### config.mk
export PLATFORM = sky130hd
export DESIGN_NAME = cmdout_writer
export DESIGN_NICKNAME = d
export VERILOG_FILES = /design/src/rtl/cmdout_writer.sv
export SDC_FILE = /design/constraint.sdc
export NUM_CORES = 1
export LEC_CHECK = 0
export CORE_MARGIN = 2
export CORE_UTILIZATION = 40
export CTS_CLUSTER_DIAMETER = 120
export DETAILED_ROUTE_END_ITERATION = 8
export PLACE_DENSITY = 0.77
export SYNTH_ARGS = -nofsm -noshare
export SYNTH_HDL_FRONTEND = slang
export SYNTH_SLANG_ARGS = --single-unit
export TNS_END_PERCENT = 5
### constraint.sdc
create_clock -name clk -period 30.9 [get_ports clk]
set_input_delay 7.725 -clock clk [delete_from_list [all_inputs] [get_ports clk]]
set_output_delay 7.725 -clock clk [all_outputs]
set_load 0.03 [all_outputs]
### src/rtl/cmdout_writer.sv
// -----------------------------------------------------------------------------
// cmdout_writer
// Publishes finished-task notifications into per-accelerator command-out rings
// held in an external 64-bit memory. Each ring is 64 words (32 two-word
// entries). An entry's TID word is written first, and its header word second,
// so a consumer that sees a valid header always sees the matching TID.
//
// Ports
//   clk, rst          clock, asynchronous active-high reset
//   in_valid/in_ready notification handshake
//   in_acc_id, in_tid finishing accelerator and the task id word to publish
//   mem_en/mem_wr     memory enable and byte write enables (0 = read)
//   mem_addr/mem_din  byte address and write data
//   mem_dout          read data, valid one cycle after a read is issued
//   written_cmds      number of entries published (wraps at 2^32)
//   err_acc           sticky: a notification named an out-of-range accelerator
//   stall_cycles      polls that found the target slot still occupied
//
// Build option
//   CMDOUT_WRITER_STALL_CNT_EN  builds the stall_cycles counter; without it
//                               stall_cycles is tied to zero.
// -----------------------------------------------------------------------------
module cmdout_writer #(
    parameter  int unsigned NUM_ACCS = 16,
    localparam int unsigned ACC_BITS = (NUM_ACCS > 1) ? $clog2(NUM_ACCS) : 1
) (
    input  logic                clk,
    input  logic                rst,
    input  logic                in_valid,
    output logic                in_ready,
    input  logic [ACC_BITS-1:0] in_acc_id,
    input  logic [63:0]         in_tid,
    output logic                mem_en,
    output logic [7:0]          mem_wr,
    output logic [31:0]         mem_addr,
    output logic [63:0]         mem_din,
    input  logic [63:0]         mem_dout,
    output logic [31:0]         written_cmds,
    output logic                err_acc,
    output logic [31:0]         stall_cycles
);

    localparam logic [63:0]       HDR_WORD  = 64'h8000_0000_0000_0001;
    localparam logic [ACC_BITS:0] ACC_LIMIT = (ACC_BITS + 1)'(NUM_ACCS);

    typedef enum logic [2:0] {
        IDLE,
        RD_HDR,
        CHK_HDR,
        WR_TID,
        WR_HDR
    } state_t;

    state_t              r_state;
    logic [ACC_BITS-1:0] r_acc;
    logic [63:0]         r_tid;
    logic [5:0]          r_slot [NUM_ACCS];

    logic [5:0]          w_slot;
    logic [31:0]         w_hdr_addr;
    logic [31:0]         w_tid_addr;
    logic                w_acc_ok;
    logic                w_slot_free;
    logic                w_unused_dout;

    // Current slot of the captured accelerator and the addresses of its entry.
    // Slots are always even, so the TID word sits at the odd word index.
    assign w_slot      = r_slot[r_acc];
    assign w_hdr_addr  = 32'({r_acc, w_slot, 3'b000});
    assign w_tid_addr  = 32'({r_acc, w_slot[5:1], 1'b1, 3'b000});
    assign w_acc_ok    = ({1'b0, in_acc_id} < ACC_LIMIT);
    assign w_slot_free = (mem_dout[63:56] == 8'h00);
    assign w_unused_dout = ^mem_dout[55:0];

    // Ready only in IDLE and forced low while reset is held.
    assign in_ready = (r_state == IDLE) && !rst;

    // Publishing FSM with registered memory-side outputs.
    always_ff @(posedge clk or posedge rst) begin
        if (rst) begin
            r_state      <= IDLE;
            r_acc        <= '0;
            r_tid        <= '0;
            for (int unsigned i = 0; i < NUM_ACCS; i++) begin
                r_slot[i] <= '0;
            end
            written_cmds <= '0;
            err_acc      <= 1'b0;
            mem_en       <= 1'b0;
            mem_wr       <= '0;
            mem_addr     <= '0;
            mem_din      <= '0;
        end else begin
            case (r_state)
                IDLE: begin
                    if (in_valid) begin
                        if (w_acc_ok) begin
                            r_acc    <= in_acc_id;
                            r_tid    <= in_tid;
                            r_state  <= RD_HDR;
                            mem_en   <= 1'b1;
                            mem_wr   <= '0;
                            mem_addr <= 32'({in_acc_id, r_slot[in_acc_id], 3'b000});
                        end else begin
                            err_acc <= 1'b1;
                        end
                    end
                end
                RD_HDR: begin
                    r_state <= CHK_HDR;
                    mem_en  <= 1'b0;
                end
                CHK_HDR: begin
                    mem_en <= 1'b1;
                    if (w_slot_free) begin
                        r_state  <= WR_TID;
                        mem_wr   <= 8'hFF;
                        mem_addr <= w_tid_addr;
                        mem_din  <= r_tid;
                    end else begin
                        // Slot still owned by the consumer: poll the header again.
                        r_state  <= RD_HDR;
                        mem_wr   <= '0;
                        mem_addr <= w_hdr_addr;
                    end
                end
                WR_TID: begin
                    r_state  <= WR_HDR;
                    mem_en   <= 1'b1;
                    mem_wr   <= 8'hFF;
                    mem_addr <= w_hdr_addr;
                    mem_din  <= HDR_WORD;
                end
                WR_HDR: begin
                    r_state       <= IDLE;
                    mem_en        <= 1'b0;
                    mem_wr        <= '0;
                    r_slot[r_acc] <= w_slot + 6'd2;
                    written_cmds  <= written_cmds + 32'd1;
                end
                default: begin
                    r_state <= IDLE;
                    mem_en  <= 1'b0;
                    mem_wr  <= '0;
                end
            endcase
        end
    end

`ifdef CMDOUT_WRITER_STALL_CNT_EN
    logic [31:0] r_stall;

    // One count per header check that finds the slot occupied.
    always_ff @(posedge clk or posedge rst) begin
        if (rst) begin
            r_stall <= '0;
        end else if ((r_state == CHK_HDR) && !w_slot_free) begin
            r_stall <= r_stall + 32'd1;
        end
    end

    assign stall_cycles = r_stall;
`else
    assign stall_cycles = '0;
`endif

endmodule

==> qor.yml, run 1 <==
run_status:
  run_status: "finished clean"
min_path:
  timing.hold.worst.start: "r_slot[24]$_DFFE_PP0P_"
  min_path_cells: 0
  worst_hold_path.endpoint: "r_slot[24]$_DFFE_PP0P_"
  min_path_type: "register to register"
sta:
  fmax_mhz: 59.0
  finalCriticalPeriod_ns: 16.95
  worst_pin_slew_ns: 1.29
  report.final.setup_viol: 0
  timing.hold.ws_ns: 0.391
  maxSlewHeadroom_pct: 13.5
  report.final.hold_viol_count: 0
  worst_setup_slack_after_layout_ns: 13.95
  clock_skew_ns: 0.0268
  fin_tns_setup_ns: 0
  grt_setup_unrepaired: "false"
  finalCritPeriodShare_pct: 54.9
  timing.final.max_slew_violations: 0
setup_path:
  worstPathRequired_ns: 23.18
  cp-startpoint: "rst"
  crit_path_max_fanout: 2
  endpoint_kind: "output port"
  timing.reg2reg.worst_path_depth: 7
  setup.worst_path.class: "input pin to output port"
  rrSetupSlack_ns: 26.48
  worstPathArrival_ns: 9.23
  element_type_at_the_critical_path_start: "input pin"
  reg2reg_to: "r_slot[15]$_DFFE_PP0P_"
  worst_r2r_startpoint: "r_acc[0]$_DFFE_PP0P_"
floorplan:
  initial_core_util_pct: 40.8
  fp.coreArea_um2: 32600
  die_span_in_x_um: 186
  chipHeight_um: 186
  rows: 66
  die-area_um2: 34700
  pin_count: 306
placed_design:
  place_ws_ns: 13.96
  placed_cell_area_um2: 15200
  io_buffers: 194
  dp_cells: 1750
  place.detailed.hpwl_um: 21000
  routabilityCongestion: 0.815
clock_network:
  clkLatencyLatePin_ns: 0.56
  tritoncts.num_buffers: 29
  cts_tree: "done"
  clock_sinks: 275
  cts.path.max_buffers: 3
  cts_resized: 0
  postCtsSetupBuffers: 0
  clock_pin_slew_on_the_worst_setup_and_hold_paths_ns: 0.06
  clock_tree.htree_level_count: 1
  root_buffer: "clkbuf_16"
  holdBufCountCts: 0
flow_run:
  max_cap_violations: 0
detailed_routing:
  postRouteAntennaNets: 0
  detailedRoute.firstIterationViolations: 852
  drt-wirelength-per-cell_um: 18.2
  postRouteWirelength_um: 32800
  drt_pre_antenna_iters: 7
  drcViolationCount: 0
  via_per_inst: 5.39
  via_count: 9734
grt:
  grt_pass1_wl_um: 52600
  grt_use_total_pct: 18.5
  maximum_number_of_pins_on_one_net_before_global_route_repair: 105
  vias_in_the_first_global_route: 9656
  antenna_found_initial: 3
  globalRouteOverflowTotal: 0
final_layout:
  final_core_utilization_pct: 49.4
  layout.cells.most_common_list: "dfrtp_1 (275), nand2_1 (248), clkdlybuf4s50_1 (193), nand3_1 (110), mux2_2 (74)"
  fill_cell_instance_count_of_the_final_layout: 2850
  layout.nets: 1476
  final_layout_size_suffix_gt1_share_pct: 13.7
  layout.cell_area.non_filler_um2: 16100
  leading_cell_type_in_the_layout_fill_and_taps_excluded: "dfrtp_1"
  areaGrowthSynthToFinish_pct: 21.2
  multi_input_area_um2: 5660
  seq_area_um2: 6880
  post_layout_nonfiller_instances: 1806
synthesis:
  ys_warns: 0
  synth_area_leader_cell: "dfrtp_1"
  synth.top_cells.by_area: "dfrtp_1 (52%), mux4_2 (7.4%), nand2_1 (7.0%), mux2_2 (6.3%), nand3_1 (4.1%)"
  post_synth_inst_count: 1218
  syn-cell-area_um2: 13300
  number_of_register_bits_inferred_by_synthesis: 275
  yosys.area.top_type_share_pct: 51.7
  synth.distinct_cells: 47
  post_synth.cell_area_avg_um2: 10.9
  yosysSeqAreaShare_pct: 51.7
pwr:
  power.leakage_nw: 7.31
  fin_total_pwr_mw: 1.11
  power-per-cell-area_nw_per_um2: 69.0
  vdd_drop_max_mv: 0.0473
==> logic make-up (layout without fill, tap and decap cells) <==
| logic type | after synthesis | count (layout) | share of synthesized area, % |
|---|---|---|---|
| XOR/XNOR | 32 | 32 | 2.11 |
| AO/OA/AOI/OAI | 89 | 89 | 4.38 |
| adder cells (fa/ha/maj) | 2 | 2 | 0.188 |
| AND/OR/NAND/NOR | 491 | 491 | 17.2 |
| buffers and inverters | 185 | 275 | 7.39 |
| multiplexers | 143 | 143 | 16.9 |
| other | 1 | 57 | 0.0282 |
| flip-flops | 275 | 275 | 51.7 |
==> Yosys cell counts (all sizes together) <==
cell type	instances
dfrtp	275
nand2	249
nand3	110
clkbuf	88
buf	84
mux2	74
mux4	55
o21ai	51
nand4	26
nor3	23
xnor2	23
nor2	20
a311o	16
or4	16
mux2i	14
inv	13
o211ai	12
nor2b	10
xor2	9
and4	5
nand2b	5
nor4	5
or3	5
nand3b	4
and2	3
and3	3
a22o	2
a22oi	2
ha	2
nor4b	2
a21oi	1
a41o	1
and4bb	1
conb	1
nand4bb	1
nor3b	1
nor4bb	1
o2111ai	1
o21bai	1
o22ai	1
o31ai	1
or4b	1
==> how the worst max path moves through the flow <==
stage / endpoint / slack, ns / depth (start not counted)
6_report: in_ready / 13.95 / 3
5_1_grt: in_ready / 13.95 / 3
4_1_cts: in_ready / 13.96 / 3
3_5_place_dp: in_ready / 13.96 / 3
3_3_place_gp: in_ready / 13.96 / 3
2_1_floorplan: in_ready / 14.55 / 1
==> registers in the layout, indices dropped and copies added (netlist names) <==
signal        cells
r_acc             4
mem_addr         10
r_state           3
mem_en            1
mem_din          64
r_tid            64
r_slot           96
written_cmds     32
mem_wr            1
==> layer usage <==
| metal | vias to the layer above | wire length [µm] | track usage, % |
|---|---|---|---|
| met5 | - | 16 | 0 |
| met2 | 375 | 15900 | 30.5 |
| met1 | 4865 | 13600 | 24.1 |
| met4 | 2 | 1380 | 7.85 |
| li1 | 4413 | - | - |
| met3 | 79 | 1930 | 3.27 |
==> report_power, final <==
group	switching, mW	internal, mW	total [mW]
Clock	0.143	0.192	0.336
Combinational	0.168	0.131	0.299
Sequential	0.0505	0.428	0.479
Total	0.362	0.752	1.11
==> cell type report <==
class,instances,share of cell area (%)
clock buffer,43,5.32
multi-input combinational,812,35.1
inverter,13,0.349
sequential,275,42.7
timing repair buffer,208,12.7
antenna,2,0.0310
tap,442,3.43
clock inverter,11,0.442
==> critical path, stage by stage <==
cell and delay, ns:
clkdlybuf4s50_1 0.54, nor4_1 0.23, clkdlybuf4s50_1 0.72
(Power assumes the default switching activity.)
==> run 2, diff against run 1 <==
==> constraint.sdc (replaced) <==
create_clock -name clk -period 16.02 [get_ports clk]
set_input_delay 4.005 -clock clk [delete_from_list [all_inputs] [get_ports clk]]
set_output_delay 4.005 -clock clk [all_outputs]
set_load 0.03 [all_outputs]
==> run 2 against run 1 <==
Register-to-register slack got worse by 15 ns. Combinational power rose by 92%. Die area did not move. Core utilization barely moved. Via count fell by 0.81%. Total power rose by 94%. Critical path type unchanged. Largest cell class unchanged. Largest power group unchanged.
==> qor.yml, run 2 (synthesis results as in run 1) <==
run_status:
  run_status: "finished clean"
sta:
  report.final.setup_viol: 0
  timing.hold.ws_ns: 0.393
  worst_pin_slew_ns: 1.24
  report.final.hold_viol_count: 0
  finalCriticalPeriod_ns: 9.50
  fmax_mhz: 105
  clock_skew_ns: 0.0221
  finalCritPeriodShare_pct: 59.3
  maxSlewHeadroom_pct: 16.8
  grt_setup_unrepaired: "false"
  fin_tns_setup_ns: 0
  timing.final.max_slew_violations: 0
setup_path:
  reg2reg_to: "r_slot[39]$_DFFE_PP0P_"
  cp_common_cell: "clkdlybuf4s50_1"
  worst_r2r_startpoint: "r_acc[0]$_DFFE_PP0P_"
  cp_cell_sequence: "clkdlybuf4s50_1 > nor4_1 > clkdlybuf4s50_1"
  element_type_at_the_critical_path_start: "input pin"
  worstPathRequired_ns: 12.02
  cpPeakStageDelay_ns: 0.72
  crit_path_max_fanout: 2
  timing.reg2reg.worst_path_depth: 7
  setup.worst_path.class: "input pin to output port"
  endpoint_kind: "output port"
  worstPathArrival_ns: 5.50
  rrSetupSlack_ns: 11.70
  cp_slowest_cell: "clkdlybuf4s50_1"
floorplan:
  chipHeight_um: 186
  die-area_um2: 34700
  rows: 66
  fp.coreArea_um2: 32600
  initial_core_util_pct: 40.8
  die_span_in_x_um: 186
  pin_count: 306
final_layout:
  antenna_cells: 0
  layout.nets: 1476
  seq_area_um2: 6880
  fill_cell_instance_count_of_the_final_layout: 2822
  final_layout_size_suffix_gt1_share_pct: 13.5
  leading_cell_type_in_the_layout_fill_and_taps_excluded: "dfrtp_1"
  layout.cells.most_common_list: "dfrtp_1 (275), nand2_1 (248), clkdlybuf4s50_1 (193), nand3_1 (110), mux2_2 (74)"
  layout.cell_area.non_filler_um2: 16100
  top_regs: "r_slot (96), mem_din (64), r_tid (64)"
  areaGrowthSynthToFinish_pct: 21.2
  top_register: "r_slot"
  multi_input_area_um2: 5660
  largest_register_ff_count: 96
grt:
  vias_in_the_first_global_route: 9652
  globalRouteOverflowTotal: 0
  maximum_number_of_pins_on_one_net_before_global_route_repair: 124
  grt_pass1_wl_um: 52000
  antenna_found_initial: 0
  grt_use_total_pct: 18.1
pwr:
  power_frac_comb_pct: 26.6
  power.leakage_nw: 7.30
  p_int_mw: 1.47
  clock_power_share_pct: 30.6
  power-per-cell-area_nw_per_um2: 134
  power.share.switching_pct: 32.0
  p_switching_uw: 692
  fin_total_pwr_mw: 2.16
  vdd_drop_max_mv: 0.124
  pwr-share-seq_pct: 42.8
min_path:
  timing.hold.worst.start: "r_slot[30]$_DFFE_PP0P_"
  min_path_cells: 0
  worst_hold_path.endpoint: "r_slot[30]$_DFFE_PP0P_"
  min_path_type: "register to register"
clock_network:
  clock_sinks: 275
  clkLatencyLatePin_ns: 0.55
  root_buffer: "clkbuf_16"
  clock_tree.htree_level_count: 1
  cts_resized: 0
  postCtsSetupBuffers: 0
  tritoncts.num_buffers: 29
  holdBufCountCts: 0
  cts.path.max_buffers: 3
  cts_tree: "done"
  clock_pin_slew_on_the_worst_setup_and_hold_paths_ns: 0.06
flow_run:
  max_cap_violations: 0
placed_design:
  routabilityCongestion: 0.825
  io_buffers: 194
  place.detailed.hpwl_um: 20900
  placed_cell_area_um2: 15200
detailed_routing:
  drcViolationCount: 0
  postRouteAntennaNets: 0
  postRouteWirelength_um: 32200
  detailedRoute.firstIterationViolations: 764
  drt_pre_antenna_iters: 5
  via_per_inst: 5.36
  via_count: 9655
  drt-wirelength-per-cell_um: 17.9
[run 2: changes by cell type in the layout (fill, tap and decap cells not counted), sizes merged]
| cell | previous run | this run |
|---|---|---|
| clkinv | 8 | 5 |
| bufinv | 0 | 2 |
| clkbuf | 43 | 41 |
| diode | 2 | 0 |
| inv | 15 | 14 |
[run 2: worst max-delay path by stage]
stage | start | end | slack [ns] | cells after the start
after CTS | rst | in_ready | 6.52 | 3
after detailed placement | rst | in_ready | 6.52 | 3
after global placement | rst | in_ready | 6.53 | 3
after global routing | rst | in_ready | 6.48 | 3
final | rst | in_ready | 6.52 | 3
after floorplan | rst | mem_addr[10]$_DFFE_PP0P_ | 4.43 | 1
[run 2: per-stage QoR]
stage / setup WS, ns / utilization [%] / std cells
after floorplan: 4.43 / - / 1272
after global placement: 6.53 / 46.6 / 1750
after detailed placement: 6.52 / 46.6 / 1750
after CTS: 6.52 / 49.4 / 1800
after global routing: 6.48 / 49.4 / 1800
final: 6.52 / 49.4 / 1800
[run 2: power groups by stage]
| stage | clock [mW] | combinational (mW) | sequential (mW) |
|---|---|---|---|
| 5_1_grt | 0.703 | 0.617 | 0.940 |
| 6_report | 0.662 | 0.575 | 0.924 |
| 2_1_floorplan | 0 | 0.426 | 0.929 |
| 3_3_place_gp | 0 | 0.563 | 0.924 |
| 3_5_place_dp | 0 | 0.576 | 0.934 |
| 4_1_cts | 0.674 | 0.578 | 0.923 |
[run 2: worst max-delay path: cells and delay by family]
family                 cells  cell delay [ns]
buffers and inverters      2             1.26
and+or+nand+nor            1             0.23
[run 2: routing by layer]
metal | track usage [%] | wire length, µm | vias up | share of wire (%)
met3 | 3.55 | 1970 | 61 | 6.1
met1 | 23.9 | 13400 | 4847 | 42
met4 | 6.34 | 953 | 0 | 3.0
li1 | - | - | 4400 | -
met2 | 30.0 | 15900 | 347 | 49
met5 | 0 | 0 | - | 0
[run 2: layout make-up]
type / count / area share, %
repair buffers: 208 / 12.7
clock buffers: 41 / 5.15
well taps: 442 / 3.43
inverters: 13 / 0.349
flip-flops and latches: 275 / 42.7
multi-input cells: 812 / 35.1
clock inverters: 9 / 0.652
==> run 3, diff against run 2 <==
--- a/config.mk
+++ b/config.mk
@@ -9,7 +9,7 @@
 export CORE_UTILIZATION = 40
 export CTS_CLUSTER_DIAMETER = 120
 export DETAILED_ROUTE_END_ITERATION = 8
-export PLACE_DENSITY = 0.77
+export PLACE_DENSITY = 0.8
 export SYNTH_ARGS = -nofsm -noshare
 export SYNTH_HDL_FRONTEND = slang
 export SYNTH_SLANG_ARGS = --single-unit
==> constraint.sdc (replaced) <==
create_clock -name clk -period 7.75 [get_ports clk]
set_input_delay 1.9375 -clock clk [delete_from_list [all_inputs] [get_ports clk]]
set_output_delay 1.9375 -clock clk [all_outputs]
set_load 0.03 [all_outputs]
==> run 3 against run 2 <==
Setup slack got worse by 4.2 ns. Sequential share of layout area decreased by 0.22 points. Global-route usage is 0.58 points higher. Highest routed layer is now met5. Largest power group unchanged.
==> qor.yml, run 3 (synthesis results as in run 1) <==
run_status:
  run_status: "finished clean"
setup_path:
  cp_cell_sequence: "clkdlybuf4s50_1 > nor4_1 > clkdlybuf4s50_1"
  rrSetupSlack_ns: 3.17
  endpoint_kind: "output port"
  reg2reg_to: "r_slot[33]$_DFFE_PP0P_"
  worst_r2r_startpoint: "r_acc[0]$_DFFE_PP0P_"
  crit_path_max_fanout: 2
  worstPathRequired_ns: 5.81
  worstPathArrival_ns: 3.46
  timing.reg2reg.worst_path_depth: 7
  cp_slowest_cell: "clkdlybuf4s50_1"
  element_type_at_the_critical_path_start: "input pin"
  setup.worst_path.class: "input pin to output port"
  cpPeakStageDelay_ns: 0.73
  cp_common_cell: "clkdlybuf4s50_1"
grt:
  grt_pass1_wl_um: 53300
  globalRouteOverflowTotal: 0
  antenna_found_initial: 2
  maximum_number_of_pins_on_one_net_before_global_route_repair: 211
  grt_use_total_pct: 18.7
  vias_in_the_first_global_route: 9948
detailed_routing:
  detailedRoute.firstIterationViolations: 813
  postRouteWirelength_um: 32800
  via_count: 9755
  drt_pre_antenna_iters: 5
  drt-wirelength-per-cell_um: 18.2
  postRouteAntennaNets: 0
  via_per_inst: 5.41
  drcViolationCount: 0
min_path:
  timing.hold.worst.start: "r_slot[30]$_DFFE_PP0P_"
  min_path_cells: 0
  worst_hold_path.endpoint: "r_slot[30]$_DFFE_PP0P_"
  min_path_type: "register to register"
clock_network:
  clock_pin_slew_on_the_worst_setup_and_hold_paths_ns: 0.05
  clkLatencyLatePin_ns: 0.58
  cts_resized: 0
  postCtsSetupBuffers: 0
  cts.path.max_buffers: 3
  clock_tree.htree_level_count: 1
  clock_sinks: 275
  tritoncts.num_buffers: 30
  root_buffer: "clkbuf_16"
  holdBufCountCts: 0
  cts_tree: "done"
floorplan:
  die-area_um2: 34700
  initial_core_util_pct: 40.8
  pin_count: 306
  die_span_in_x_um: 186
  fp.coreArea_um2: 32600
  rows: 66
  chipHeight_um: 186
final_layout:
  top_register: "r_slot"
  antenna_cells: 0
  layout.cells.most_common_list: "dfrtp_1 (275), nand2_1 (248), clkdlybuf4s50_1 (193), nand3_1 (110), mux2_2 (74)"
  areaGrowthSynthToFinish_pct: 21.8
  layout.nets: 1477
  seq_area_um2: 6880
  fill_cell_instance_count_of_the_final_layout: 2799
  final_layout_size_suffix_gt1_share_pct: 13.6
  top_regs: "r_slot (96), mem_din (64), r_tid (64)"
  leading_cell_type_in_the_layout_fill_and_taps_excluded: "dfrtp_1"
  multi_input_area_um2: 5660
  largest_register_ff_count: 96
sta:
  finalCriticalPeriod_ns: 5.39
  report.final.hold_viol_count: 0
  grt_setup_unrepaired: "false"
  finalCritPeriodShare_pct: 69.6
  report.final.setup_viol: 0
  clock_skew_ns: 0.0438
  fin_tns_setup_ns: 0
  worst_setup_slack_after_layout_ns: 2.36
  timing.final.max_slew_violations: 0
  maxSlewHeadroom_pct: 18.7
  fmax_mhz: 185
  worst_pin_slew_ns: 1.22
pwr:
  vdd_drop_max_mv: 0.221
  fin_total_pwr_mw: 4.54
  power.leakage_nw: 7.33
  power-per-cell-area_nw_per_um2: 280
placed_design:
  routabilityCongestion: 0.817
  io_buffers: 194
  place_ws_ns: 2.37
  place.detailed.hpwl_um: 21200
flow_run:
  max_cap_violations: 0
[run 3: cell types whose count changed in the layout (fill, tap and decap cells not counted), sizes merged]
cell and change:
clkbuf +3, clkinv -2, clkinvlp +1, inv +1
[run 3: metrics by stage]
step	cells	util, %	instance area [µm²]	hold WS (ns)
floorplan	1272	-	13500	0.435
global placement	1750	46.6	15200	0.376
detailed placement	1750	46.6	15200	0.380
CTS	1803	49.7	16200	0.393
global route	1803	49.7	16200	0.406
finish	1803	49.7	16200	0.389
[run 3: worst max path at each step]
stage,startpoint,end,slack (ns),depth (start not counted)
final,rst,in_ready,2.36,3
after global routing,rst,in_ready,2.33,3
after CTS,rst,in_ready,2.37,3
after detailed placement,rst,in_ready,2.37,3
after global placement,rst,in_ready,2.41,3
after floorplan,rst,mem_addr[10]$_DFFE_PP0P_,2.18,1
[run 3: metal layers]
| layer | track usage, % | wire length (µm) |
|---|---|---|
| met1 | 23.5 | 13000 |
| met2 | 31.1 | 16000 |
| met3 | 4.01 | 2210 |
| met4 | 8.34 | 1500 |
| met5 | 0 | 23 |
[run 3: critical path: cells and delay by family]
kind	cells	cell delay (ns)
simple gates	1	0.26
buf+inv	2	1.25
[run 3: power by group]
group          total (mW)  switching, mW  internal [mW]
registers            1.92          0.212           1.71
logic                1.18          0.662          0.521
clock network        1.44          0.587          0.851
total                4.54           1.46           3.08
[run 3: final cells by class]
type / count / share of cell area [%]
clock buffer: 44 / 5.39
clock inverter: 9 / 0.842
inverter: 13 / 0.324
multi-input combinational: 812 / 34.9
sequential: 275 / 42.5
tap: 442 / 3.41
timing repair buffer: 208 / 12.7
